--- src/rtl/dmem_pkg.sv ---
// dmem_pkg: shared types and constants for the data-memory arbiter
//   state_t    - arbiter FSM state encoding
//   PORT_CORE  - port id of the core load/store unit
//   PORT_DMA   - port id of the DMA/debug master
//   WORD_BYTES - access size in bytes; WORD_LSB is its alignment bit count
package dmem_pkg;
   typedef enum logic [1:0] {
      S_IDLE   = 2'd0,
      S_ACCESS = 2'd1,
      S_RESP   = 2'd2
   } state_t;
   localparam logic PORT_CORE  = 1'b0;
   localparam logic PORT_DMA   = 1'b1;
   localparam int   WORD_BYTES = 4;
   localparam int   WORD_LSB   = $clog2(WORD_BYTES);
endpackage

--- src/rtl/dmem_bounds_check.sv ---
// dmem_bounds_check: combinational fault test of one word access against a capability window
//   addr  - byte address of the access
//   base  - inclusive window start
//   limit - exclusive window end
//   fault - misaligned, below base, or running past limit
module dmem_bounds_check
   import dmem_pkg::*;
#(
   parameter int ADDR_W = 32
) (
   input  logic [ADDR_W-1:0] addr,
   input  logic [ADDR_W-1:0] base,
   input  logic [ADDR_W-1:0] limit,
   output logic              fault
);
   // One extra bit so an access at the top of the address space cannot wrap to pass.
   logic [ADDR_W:0] end_addr;
   assign end_addr = {1'b0, addr} + (ADDR_W + 1)'(WORD_BYTES);
   assign fault = |addr[WORD_LSB-1:0] || addr < base || end_addr > {1'b0, limit};
endmodule

--- src/rtl/dmem_arbiter.sv ---
// dmem_arbiter: two-port round-robin arbiter in front of a single-ported DataMemory
//   req_*          - per-port request channel (valid/ready, we, addr, wdata); port 0 core, port 1 DMA
//   resp_*         - per-port response channel (valid/ready, rdata, err)
//   bnd_base/limit - per-port capability window [base, limit)
//   mem_*          - one-cycle DataMemory strobes, address, write data, combinational read data
//   busy           - high while a transaction is in flight
module dmem_arbiter
   import dmem_pkg::*;
#(
   parameter int ADDR_W = 32,
   parameter int DATA_W = 32
) (
   input  logic                   clk,
   input  logic                   rst_n,
   input  logic [1:0]             req_valid,
   input  logic [1:0]             req_we,
   input  logic [1:0][ADDR_W-1:0] req_addr,
   input  logic [1:0][DATA_W-1:0] req_wdata,
   output logic [1:0]             req_ready,
   output logic [1:0]             resp_valid,
   input  logic [1:0]             resp_ready,
   output logic [1:0][DATA_W-1:0] resp_rdata,
   output logic [1:0]             resp_err,
   input  logic [1:0][ADDR_W-1:0] bnd_base,
   input  logic [1:0][ADDR_W-1:0] bnd_limit,
   output logic                   mem_re,
   output logic                   mem_we,
   output logic [ADDR_W-1:0]      mem_addr,
   output logic [DATA_W-1:0]      mem_wdata,
   input  logic [DATA_W-1:0]      mem_rdata,
   output logic                   busy
);
   state_t            state, state_nxt;
   logic              last_grant, win, accept, fault;
   logic              port_q, we_q, fault_q;
   logic [ADDR_W-1:0] addr_q;
   logic [DATA_W-1:0] wdata_q, rdata_q;

   // On contention the port not granted last wins; otherwise the lone valid port.
   assign win = &req_valid ? ~last_grant : req_valid[1];
   // rst_n keeps req_ready low while reset is held even though the FSM sits in IDLE.
   assign accept = rst_n && state == S_IDLE && |req_valid;

   dmem_bounds_check #(.ADDR_W(ADDR_W)) u_bounds (
      .addr  (req_addr[win]),
      .base  (bnd_base[win]),
      .limit (bnd_limit[win]),
      .fault (fault)
   );

   always_ff @(posedge clk or negedge rst_n)
      if (!rst_n) state <= S_IDLE;
      else state <= state_nxt;

   always_comb
      state_nxt = state == S_IDLE   ? (accept ? S_ACCESS : S_IDLE) :
                  state == S_ACCESS ? S_RESP :
                  state == S_RESP && !resp_ready[port_q] ? S_RESP : S_IDLE;

   always_comb begin
      req_ready     = {2{accept}} & {win, ~win};
      mem_re        = state == S_ACCESS && !we_q && !fault_q;
      mem_we        = state == S_ACCESS && we_q && !fault_q;
      resp_valid    = {2{state == S_RESP}} & {port_q, ~port_q};
      resp_rdata[0] = resp_valid[0] ? rdata_q : '0;
      resp_rdata[1] = resp_valid[1] ? rdata_q : '0;
      resp_err      = {2{fault_q}} & resp_valid;
      busy          = state != S_IDLE;
   end

   assign mem_addr  = addr_q;
   assign mem_wdata = wdata_q;

   // Stores and faulted accesses leave the response data at zero.
   always_ff @(posedge clk or negedge rst_n)
      if (!rst_n) begin
         last_grant <= PORT_DMA;
         port_q     <= PORT_CORE;
         we_q       <= 1'b0;
         fault_q    <= 1'b0;
         addr_q     <= '0;
         wdata_q    <= '0;
         rdata_q    <= '0;
      end else if (accept) begin
         last_grant <= win;
         port_q     <= win;
         we_q       <= req_we[win];
         fault_q    <= fault;
         addr_q     <= req_addr[win];
         wdata_q    <= req_wdata[win];
         rdata_q    <= '0;
      end else if (state == S_ACCESS)
         rdata_q <= mem_re ? mem_rdata : '0;
endmodule

--- config.mk ---
export PLATFORM = sky130hd
export DESIGN_NAME = dmem_arbiter
export DESIGN_NICKNAME = d
export VERILOG_FILES = /design/src/rtl/dmem_pkg.sv /design/src/rtl/dmem_bounds_check.sv /design/src/rtl/dmem_arbiter.sv
export SDC_FILE = /design/constraint.sdc
export NUM_CORES = 1
export LEC_CHECK = 0
export CAP_MARGIN = 20
export CORE_AREA = 4 4 165 167
export DETAILED_ROUTE_END_ITERATION = 8
export DIE_AREA = 0 0 169 171
export PLACE_DENSITY_LB_ADDON = 0.08
export SYNTH_ARGS = -nofsm -noshare
export SYNTH_HDL_FRONTEND = slang
export SYNTH_SLANG_ARGS = --single-unit
--- constraint.sdc ---
create_clock -name clk -period 5.4 [get_ports clk]
set_input_delay 1.62 -clock clk [delete_from_list [all_inputs] [get_ports clk]]
set_output_delay 1.62 -clock clk [all_outputs]
set_load 0.1 [all_outputs]
==> flow_metrics.tcl <==
set metrics [dict create \
    avgSynthCellArea_sq_um 8.71 \
    nFillCells 2528 \
    clk_latency_ns 0.35 \
    hold_path_class "flop to flop" \
    grt_busiest_layer "met2" \
    drv_cap 0 \
    ant_nets 0 \
    worstReg2RegStart "last_grant" \
    min_period_ns 5.15 \
    numClockSinks 102 \
    swShare 0.575 \
    drtPass1Iterations 4 \
    path_class "input pin to flop" \
    worstSetupEndpointType "flop" \
    gp_congestion 0.846 \
    fin_nets 1681 \
    viasPerCell 4.74 \
    fp.dieH_um 171 \
    netlist_area_sq_um 7460 \
    synth.distinct_cells 51 \
    met2_usage 0.389 \
    syn-num-nets 1215 \
    first_global_vias 7848 \
    ys_async_sr_fraction 1.00 \
    r2r_cells 17 \
    finalSetupViolations 0 \
    clockRootBuffer "clkbuf_16" \
    p_int_mw 2.43 \
    route.final.wire_length_mm 31.8 \
    power.density_nw_per_um2 449 \
    finalNonFillerCells 1663 \
    drv_slew 0 \
    rrSetupSlack_ns 1.53 \
    drive_above_1_share 0.130 \
    via_count 7886 \
    ys_warn_count 0 \
    drcViolationCount 0 \
    status "finished clean" \
    crit_path_start "req_valid[1]" \
    start_kind "input pin" \
    ir_drop_v 0.000448 \
    required_ns 5.63 \
    dp_hpwl_mm 26.4 \
    hold_viol 0 \
    antenna_found_initial 0 \
    synth-edff-count 0 \
    drt-wirelength-per-cell_um 19.1 \
    pwr-share-comb 0.675 \
    fin_area_sq_um 12800 \
    cts_inserted_buffers 9 \
    synth-seq-cells 102 \
    grtUsageMet3 0.0384 \
    timing.final.ws_setup_ns 0.251 \
    hold_depth 2 \
    slew_headroom 0.282 \
    diodes 0 \
    tightest_slew_ns 1.07 \
    synth_cells 857 \
    crit_fanout 8 \
    rows 59 \
    die_w_um 169 \
    grt_pass1_wl_mm 46.6 \
    core_sq_um 25800 \
    cts.path.max_buffers 2 \
    drtIter0Drc 360 \
    placed_area_sq_um 12400 \
    dp.cells 1646 \
    dieArea_sq_um 28900 \
    fin_worst_skew_ns 0.00946 \
    place_ws_ns -0.229 \
    ys_seq_area_frac 0.342 \
    clkPwrFrac 0.117 \
    clock.fmax_ghz 0.194 \
    worstHoldStart "mem_addr[15]" \
    htree_levels 3 \
    r2r-end "fault_q" \
    cp.arrival_ns 5.38 \
    start_util 0.290 \
    period_share 0.954 \
    grt_max_degree 60 \
    clkTransAtPathRegs_ns 0.08 \
    synthToLayoutAreaGrowth_pct 70.9 \
    p_switching_mw 3.29 \
    port_buffers 432 \
    leakagePower_nw 5.89 \
    share_seq_of_total_power 0.208 \
    synth_top_flop_cell "dfrtp_1" \
    min_to "mem_addr[15]" \
    gr-usage-met1 0.254 \
    cts_tree "built" \
    grtUsageTotal 0.209 \
    io_pins 433 \
    globalRouteOverflowTotal 0 \
]
cells in the final DEF, fill, tap and decap left out, drive strengths merged, types with 2 or more instances in the layout:
| cell | netlist | final |
|---|---|---|
| clkdlybuf4s50 | 0 | 360 |
| buf | 17 | 142 |
| nand2 | 136 | 136 |
| dfrtp | 101 | 101 |
| mux2i | 90 | 90 |
| and2 | 70 | 70 |
| nor2 | 65 | 65 |
| ha | 62 | 62 |
| o21ai | 41 | 41 |
| a31oi | 39 | 39 |
| inv | 33 | 36 |
| a22o | 32 | 32 |
| a21oi | 24 | 24 |
| xnor2 | 19 | 19 |
| nand4 | 16 | 16 |
| nor3 | 12 | 12 |
| nand3 | 9 | 9 |
| clkbuf | 30 | 9 |
| a21o | 7 | 7 |
| a211oi | 6 | 6 |
| and3 | 4 | 4 |
| nor4 | 4 | 4 |
| nand2b | 3 | 3 |
| o211ai | 3 | 3 |
| o21a | 3 | 3 |
| nor2b | 3 | 3 |
| nand3b | 3 | 3 |
| a221oi | 3 | 3 |
| nor4b | 3 | 3 |
| clkinv | 0 | 3 |
| a311oi | 2 | 2 |
| mux2 | 2 | 2 |
| nor3b | 2 | 2 |
| a2111oi | 2 | 2 |
registers in the layout, summed over array words and instances, names as in the netlist:
register	cells
mem_addr	32
mem_wdata	32
rdata_q	32
state	2
fault_q	1
last_grant	1
port_q	1
we_q	1
cell usage after synthesis (all sizes together), types with 2 or more instances:
library cell | count | area share
a21o | 7 | 0.0070
nand3b | 3 | 0.0030
buf | 17 | 0.011
a31oi | 39 | 0.033
nor3 | 12 | 0.0087
ha | 62 | 0.10
clkbuf | 30 | 0.015
xnor2 | 19 | 0.022
nand3 | 9 | 0.0060
o211ai | 3 | 0.0030
nand4 | 16 | 0.013
o21ai | 41 | 0.028
o21a | 3 | 0.0030
a22o | 32 | 0.038
a21oi | 24 | 0.016
mux2 | 2 | 0.0030
nor4b | 3 | 0.0055
inv | 33 | 0.017
nand2b | 3 | 0.0025
a311oi | 2 | 0.0023
nor2 | 65 | 0.033
a211oi | 6 | 0.0060
nor3b | 2 | 0.0020
and3 | 4 | 0.0034
nand2 | 136 | 0.069
mux2i | 90 | 0.12
nor4 | 4 | 0.0054
nor2b | 3 | 0.0025
dfrtp | 101 | 0.34
a2111oi | 2 | 0.0023
a221oi | 3 | 0.0035
and2 | 70 | 0.059
critical path: stages:
cell and delay, ns:
clkdlybuf4s50_1 0.51, a21boi_4 0.21, buf_12 0.14, buf_12 0.12, buf_4 0.15, nand2_1 0.05, and2_1 0.16, inv_1 0.08
buf_4 0.11, nand2_2 0.11, nor4_4 0.23, buf_4 0.18, buf_4 0.10, xnor2_1 0.06, ha_1 0.34, a21oi_1 0.12
o21ai_0 0.17, a22oi_1 0.20, nand2_1 0.08, a211o_1 0.27, a221oi_1 0.24, a21oi_1 0.10
logic make-up (layout without fill, tap and decap cells):
group,count (synthesis),after routing,share of synthesized area
flops,102,102,0.342
buf+inv,80,551,0.0423
mux,92,92,0.124
compound gates,168,168,0.148
simple gates,333,333,0.216
fa+ha+maj,62,62,0.104
xor+xnor,20,20,0.0235
routing by layer:
metal / wire length (um) / share of wire
met1: 12900 / 0.40
met2: 16700 / 0.52
met3: 1970 / 0.062
met4: 320 / 0.010
met5: 0 / 0
power groups by stage:
stage	Sequential, mW	Combinational (mW)	Clock (mW)
global route	1.23	4.07	0.717
global placement	1.20	3.87	0
CTS	1.19	3.89	0.689
floorplan	2.88	0.999	0
finish	1.19	3.86	0.671
detailed placement	1.21	3.88	0
how the worst max path moves through the flow:
stage	to	slack, ns	cells after the start
floorplan	req_ready[0]	0.28	7
global placement	fault_q	-0.25	16
detailed placement	fault_q	-0.23	15
CTS	fault_q	0.12	15
global route	fault_q	-0.002	22
finish	fault_q	0.25	22
through the flow:
step / hold slack [ns] / util / power, mW / setup TNS (ns)
2_1_floorplan: 0.471 / - / 3.88 / 0
3_3_place_gp: 0.461 / 0.482 / 5.07 / -0.252
3_5_place_dp: 0.469 / 0.482 / 5.09 / -0.229
4_1_cts: 0.486 / 0.494 / 5.78 / 0
5_1_grt: 0.508 / 0.495 / 6.02 / -0.00195
6_report: 0.483 / 0.495 / 5.72 / 0
repair_timing:
action,CTS,global route
setup endpoints to repair,0,1
hold buffers,0,0
resized for setup,0,3
buffers inserted,0,1
endpoints found under the hold margin,0,0
area by class of cell:
type	instances	area [sq um]	area share
Clock inverter	7	66.3	0.00520
Inverter	33	124	0.00971
Clock buffer	9	225	0.0177
Multi-Input combinational cell	675	4630	0.363
Tap cell	335	419	0.0329
Sequential cell	102	2550	0.200
Timing Repair Buffer	502	4730	0.371
No activity file was read; power rests on OpenSTA's default activity.
==> RTL change 1 (config.mk and constraints unchanged) <==
`ADDR_W` is set to 32 in 2 places; all go to 16.
--- a/src/rtl/dmem_bounds_check.sv
+++ b/src/rtl/dmem_bounds_check.sv
@@ -7,5 +7,5 @@
    import dmem_pkg::*;
 #(
-   parameter int ADDR_W = 32
+   parameter int ADDR_W = 16
 ) (
    input  logic [ADDR_W-1:0] addr,
--- a/src/rtl/dmem_arbiter.sv
+++ b/src/rtl/dmem_arbiter.sv
@@ -8,5 +8,5 @@
    import dmem_pkg::*;
 #(
-   parameter int ADDR_W = 32,
+   parameter int ADDR_W = 16,
    parameter int DATA_W = 32
 ) (
Ports: changed (resized bnd_base, bnd_limit, mem_addr and req_addr); port bits go from 433 to 321. No check against the original RTL was run, so the function may have changed too.
==> RTL change 1 against the unedited design <==
- register-to-register slack improved by 0.63 ns
- area after synthesis is 26% lower
- first-iteration DRC count fell by 17%
- routed wire length decreased by 28%
- via count shrank 30%
- power fell by 23%
- largest cell class unchanged
- sequential cell count down 16
- cell count decreased by 24%
- largest power group unchanged
- cell area fell by 28%
- critical endpoint is now req_ready[1]
- worst setup slack improved by 0.51 ns
==> RTL change 1: results <==
metrics = {
    "pwr": {
        "ir_worst_vdd_mv": 0.266,
        "p_sw_share_pct": 56.0,
        "p_leak_nw": 4.17,
    },
    "cells_and_area": {
        "finalNonFillerCells": 1267,
        "fin_nets": 1156,
        "drive_gt1_share_pct": 12.8,
    },
    "worst_hold_path": {
        "min_from": "mem_addr[0]",
    },
    "critical_path": {
        "crit_arrival_ns": 3.02,
        "worst-path-max-fanout": 3,
        "r2r_cells": 9,
        "startpoint": "req_valid[0]",
        "regToRegSetupSlack_ns": 2.16,
    },
    "outcome": {
        "outcome": "complete, no violations",
    },
    "drt": {
        "drt_iter0_drc": 298,
        "met2WireLength_mm": 11.2,
        "wl_met1_mm": 9.53,
        "routed.top_layer": "met5",
        "wl_per_cell_microns": 18.0,
        "wl_met3_mm": 1.78,
    },
    "placed_design": {
        "gp_congestion": 0.822,
        "portBuffers": 320,
        "place_inst": 1251,
        "dp_hpwl_mm": 18.1,
    },
    "logic_synthesis": {
        "syn-num-nets": 845,
        "syn_inst": 616,
        "synth-seq-area-share_pct": 39.2,
        "synth.top_cells.by_count": "111 x nand2_1, 85 x dfrtp_1, 68 x and2_1, 53 x nor2_1, 42 x mux2i_1",
        "synth.top_cells.by_area": "dfrtp_1 39%, and2_1 7.8%, mux2i_1 7.7%, nand2_1 7.6%, ha_1 6.6%",
    },
    "global_route": {
        "grt_max_degree": 47,
        "antenna_found_initial": 1,
        "use_met1_pct": 18.3,
        "grt.met3_usage_pct": 4.69,
        "grt_use_met2_pct": 25.9,
        "grt_pass1_wl_mm": 33.1,
    },
    "sta": {
        "slew_headroom_pct": 30.3,
        "skew_ns": 0.00707,
    },
}
RTL change 1: cell types whose count changed after synthesis, sizes merged, moves of 11 or more:
cell / change
nand2: -25
clkbuf: -12
ha: -33
inv: -19
nor2: -12
xnor2: -14
o21ai: -23
dfrtp: -16
mux2i: -47
nand4: -11
a21oi: -13
RTL change 1: power groups by stage:
stage               combinational (W)  clock, W  sequential (W)
finish                        0.00277  0.000653        0.000955
global route                  0.00292  0.000712        0.000986
CTS                           0.00281  0.000687        0.000959
detailed placement            0.00281         0        0.000970
global placement              0.00282         0        0.000964
floorplan                    0.000706         0         0.00224
RTL change 1: worst min path at each step:
stage	endpoint	slack, ns	depth (start not counted)
finish	mem_addr[0]	0.48	2
global route	mem_addr[9]	0.51	2
CTS	mem_addr[0]	0.49	2
detailed placement	mem_addr[0]	0.47	2
global placement	mem_addr[0]	0.46	2
floorplan	rdata_q[0]	0.47	1
RTL change 1: layout make-up:
cell class / count / area, sq um
well taps: 335 / 419
multi-input cells: 478 / 3120
repair buffers: 338 / 3200
inverters: 14 / 52.6
flip-flops and latches: 86 / 2150
clock inverters: 6 / 70.1
clock buffers: 10 / 229
fillers: 2693 / 16500
RTL change 1: worst min-delay path: stages, from the launching register on:
cell and delay (ns):
dfrtp_1 0.34, nand2_1 0.05, o21ai_0 0.06
RTL change 1: cell families after synthesis:
| family | Yosys count | synth area share [%] |
|---|---|---|
| xor+xnor | 14 | 2.23 |
| simple gates | 267 | 23.3 |
| compound gates | 122 | 16.0 |
| buf+inv | 52 | 4.01 |
| fa+ha+maj | 29 | 6.61 |
| mux | 46 | 8.60 |
| flops | 86 | 39.2 |
RTL change 1: stage by stage:
stage	util, %	area, sq um
final	35.9	9240
after global routing	35.9	9240
after CTS	35.9	9240
after detailed placement	34.7	8940
after global placement	34.7	8940
after floorplan	-	5490
==> RTL change 2 (same flow settings) <==
Made on the original files. Put a register stage on the output `resp_err`. The value now appears one clock later. The other outputs are not delayed to match.
--- a/src/rtl/dmem_arbiter.sv
+++ b/src/rtl/dmem_arbiter.sv
@@ -31,4 +31,6 @@
    output logic                   busy
 );
+
+   logic [1:0] resp_err_d;
    state_t            state, state_nxt;
    logic              last_grant, win, accept, fault;
@@ -65,5 +67,5 @@
       resp_rdata[0] = resp_valid[0] ? rdata_q : '0;
       resp_rdata[1] = resp_valid[1] ? rdata_q : '0;
-      resp_err      = {2{fault_q}} & resp_valid;
+      resp_err_d    = {2{fault_q}} & resp_valid;
       busy          = state != S_IDLE;
    end
@@ -92,4 +94,8 @@
       end else if (state == S_ACCESS)
          rdata_q <= mem_re ? mem_rdata : '0;
+   always_ff @(posedge clk) begin
+      resp_err <= resp_err_d;
+   end
+
 endmodule
 
Check against the original RTL: not equivalent (Yosys sat finds a counterexample within 4 cycles, from zero or initial values and one cycle with rst_n low).
==> RTL change 2 against the unedited design <==
- power fell by 0.47%
- area after synthesis rose by 1.2%
- critical path depth fell by 4
- core utilization rose by 0.49 points
- die area did not move
- fmax rose by 2.2%
- worst setup slack improved by 0.11 ns
- clock skew rose by 0.0030 ns
- routed wire length fell by 0.85%
- synthesized cell count rose by 0.58%
- cell area rose by 0.98%
- sequential cell count rose by 2
- count of clock-buffer cells in the layout did not move
- critical endpoint unchanged
- largest power group unchanged
==> RTL change 2: results <==
metrics = {
    "placed_design": {
        "pre_cts_ws_ns": -0.370,
        "portBuffers": 432,
        "dp_hpwl_mm": 25.8,
        "place_area_sq_mm": 0.0125,
        "gp_congestion": 0.891,
    },
    "drt": {
        "drt_iter0_drc": 439,
        "wl_met3_mm": 2.23,
        "wl_mm": 31.5,
        "wl_met1_mm": 12.9,
        "met2WireLength_mm": 15.8,
        "wl_per_cell_microns": 18.9,
        "dr.pass1.iters": 5,
        "vias": 7938,
    },
    "logic_synthesis": {
        "synthXorXnorAreaFrac_pct": 2.44,
        "synth_cell_types": 52,
        "synthArstFlopShare_pct": 98.1,
        "synth_fa_ha_area_share_pct": 10.3,
        "synth_compound_area_share_pct": 15.2,
        "syn-num-nets": 1220,
        "synth.top_cells.by_area": "dfrtp_1 33%, mux2i_1 11%, ha_1 10%, nand2_1 6.8%, and2_1 6.0%",
        "syn_inst": 862,
        "synth-seq-area-share_pct": 34.3,
        "synth.top_cells.by_count": "136 x nand2_1, 101 x dfrtp_1, 86 x mux2i_1, 72 x and2_1, 68 x nor2_1",
        "synthMuxAreaShare_pct": 12.0,
    },
    "pwr": {
        "p_leak_nw": 6.00,
        "switchingPower_w": 0.00325,
        "ir_worst_vdd_mv": 0.404,
        "internal-power_w": 0.00244,
    },
    "global_route": {
        "use_met1_pct": 25.2,
        "grt_pass1_wl_mm": 46.8,
        "grt_max_degree": 62,
        "grt.met3_usage_pct": 4.74,
        "antenna_found_initial": 0,
        "grt_use_met2_pct": 37.9,
        "grtUsageTotal_pct": 20.8,
        "grt_pass1_vias": 8183,
    },
    "outcome": {
        "outcome": "complete, no violations",
    },
    "cells_and_area": {
        "fin_nets": 1691,
        "drive_gt1_share_pct": 13.5,
        "fill_cells": 2553,
        "final-seq-area_sq_mm": 0.00259,
    },
    "critical_path": {
        "crit_arrival_ns": 5.28,
        "cp_top_family": "simple AND/OR/NAND/NOR gates",
        "slowest_delay_ns": 0.49,
        "worst-path-max-fanout": 6,
    },
    "sta": {
        "skew_ns": 0.0125,
        "slew_headroom_pct": 28.0,
    },
    "worst_hold_path": {
        "hold_class": "flip-flop to flip-flop",
    },
    "clock_network": {
        "htree_levels": 3,
        "clockBufferDepth": 2,
    },
}
[RTL change 2: final timing paths]
path                                      end    startpoint  slack (ns)  cells past startpoint
worst max-delay path                  fault_q   req_addr[4]        0.36                     18
worst min-delay path             mem_addr[22]  mem_addr[22]        0.48                      2
worst max register to register        fault_q    last_grant        1.47                     17
worst min register to register   mem_addr[22]  mem_addr[22]        0.48                      2
max in group asynchronous       mem_wdata[16]         rst_n        2.73                      3
min in group asynchronous         rdata_q[12]         rst_n        1.36                      2
[RTL change 2: timing repair]
item,4_1_cts,5_1_grt
gates resized for setup,3,5
setup endpoints to repair,1,1
pin swaps,2,5
buffers inserted,3,2
[RTL change 2: final cells by class]
| cell class | instances | area share [%] |
|---|---|---|
| repair buffers | 508 | 37.0 |
| multi-input cells | 681 | 36.5 |
| flip-flops and latches | 104 | 20.1 |
| well taps | 335 | 3.25 |
| clock buffers | 9 | 1.75 |
| inverters | 29 | 0.845 |
| clock inverters | 7 | 0.515 |
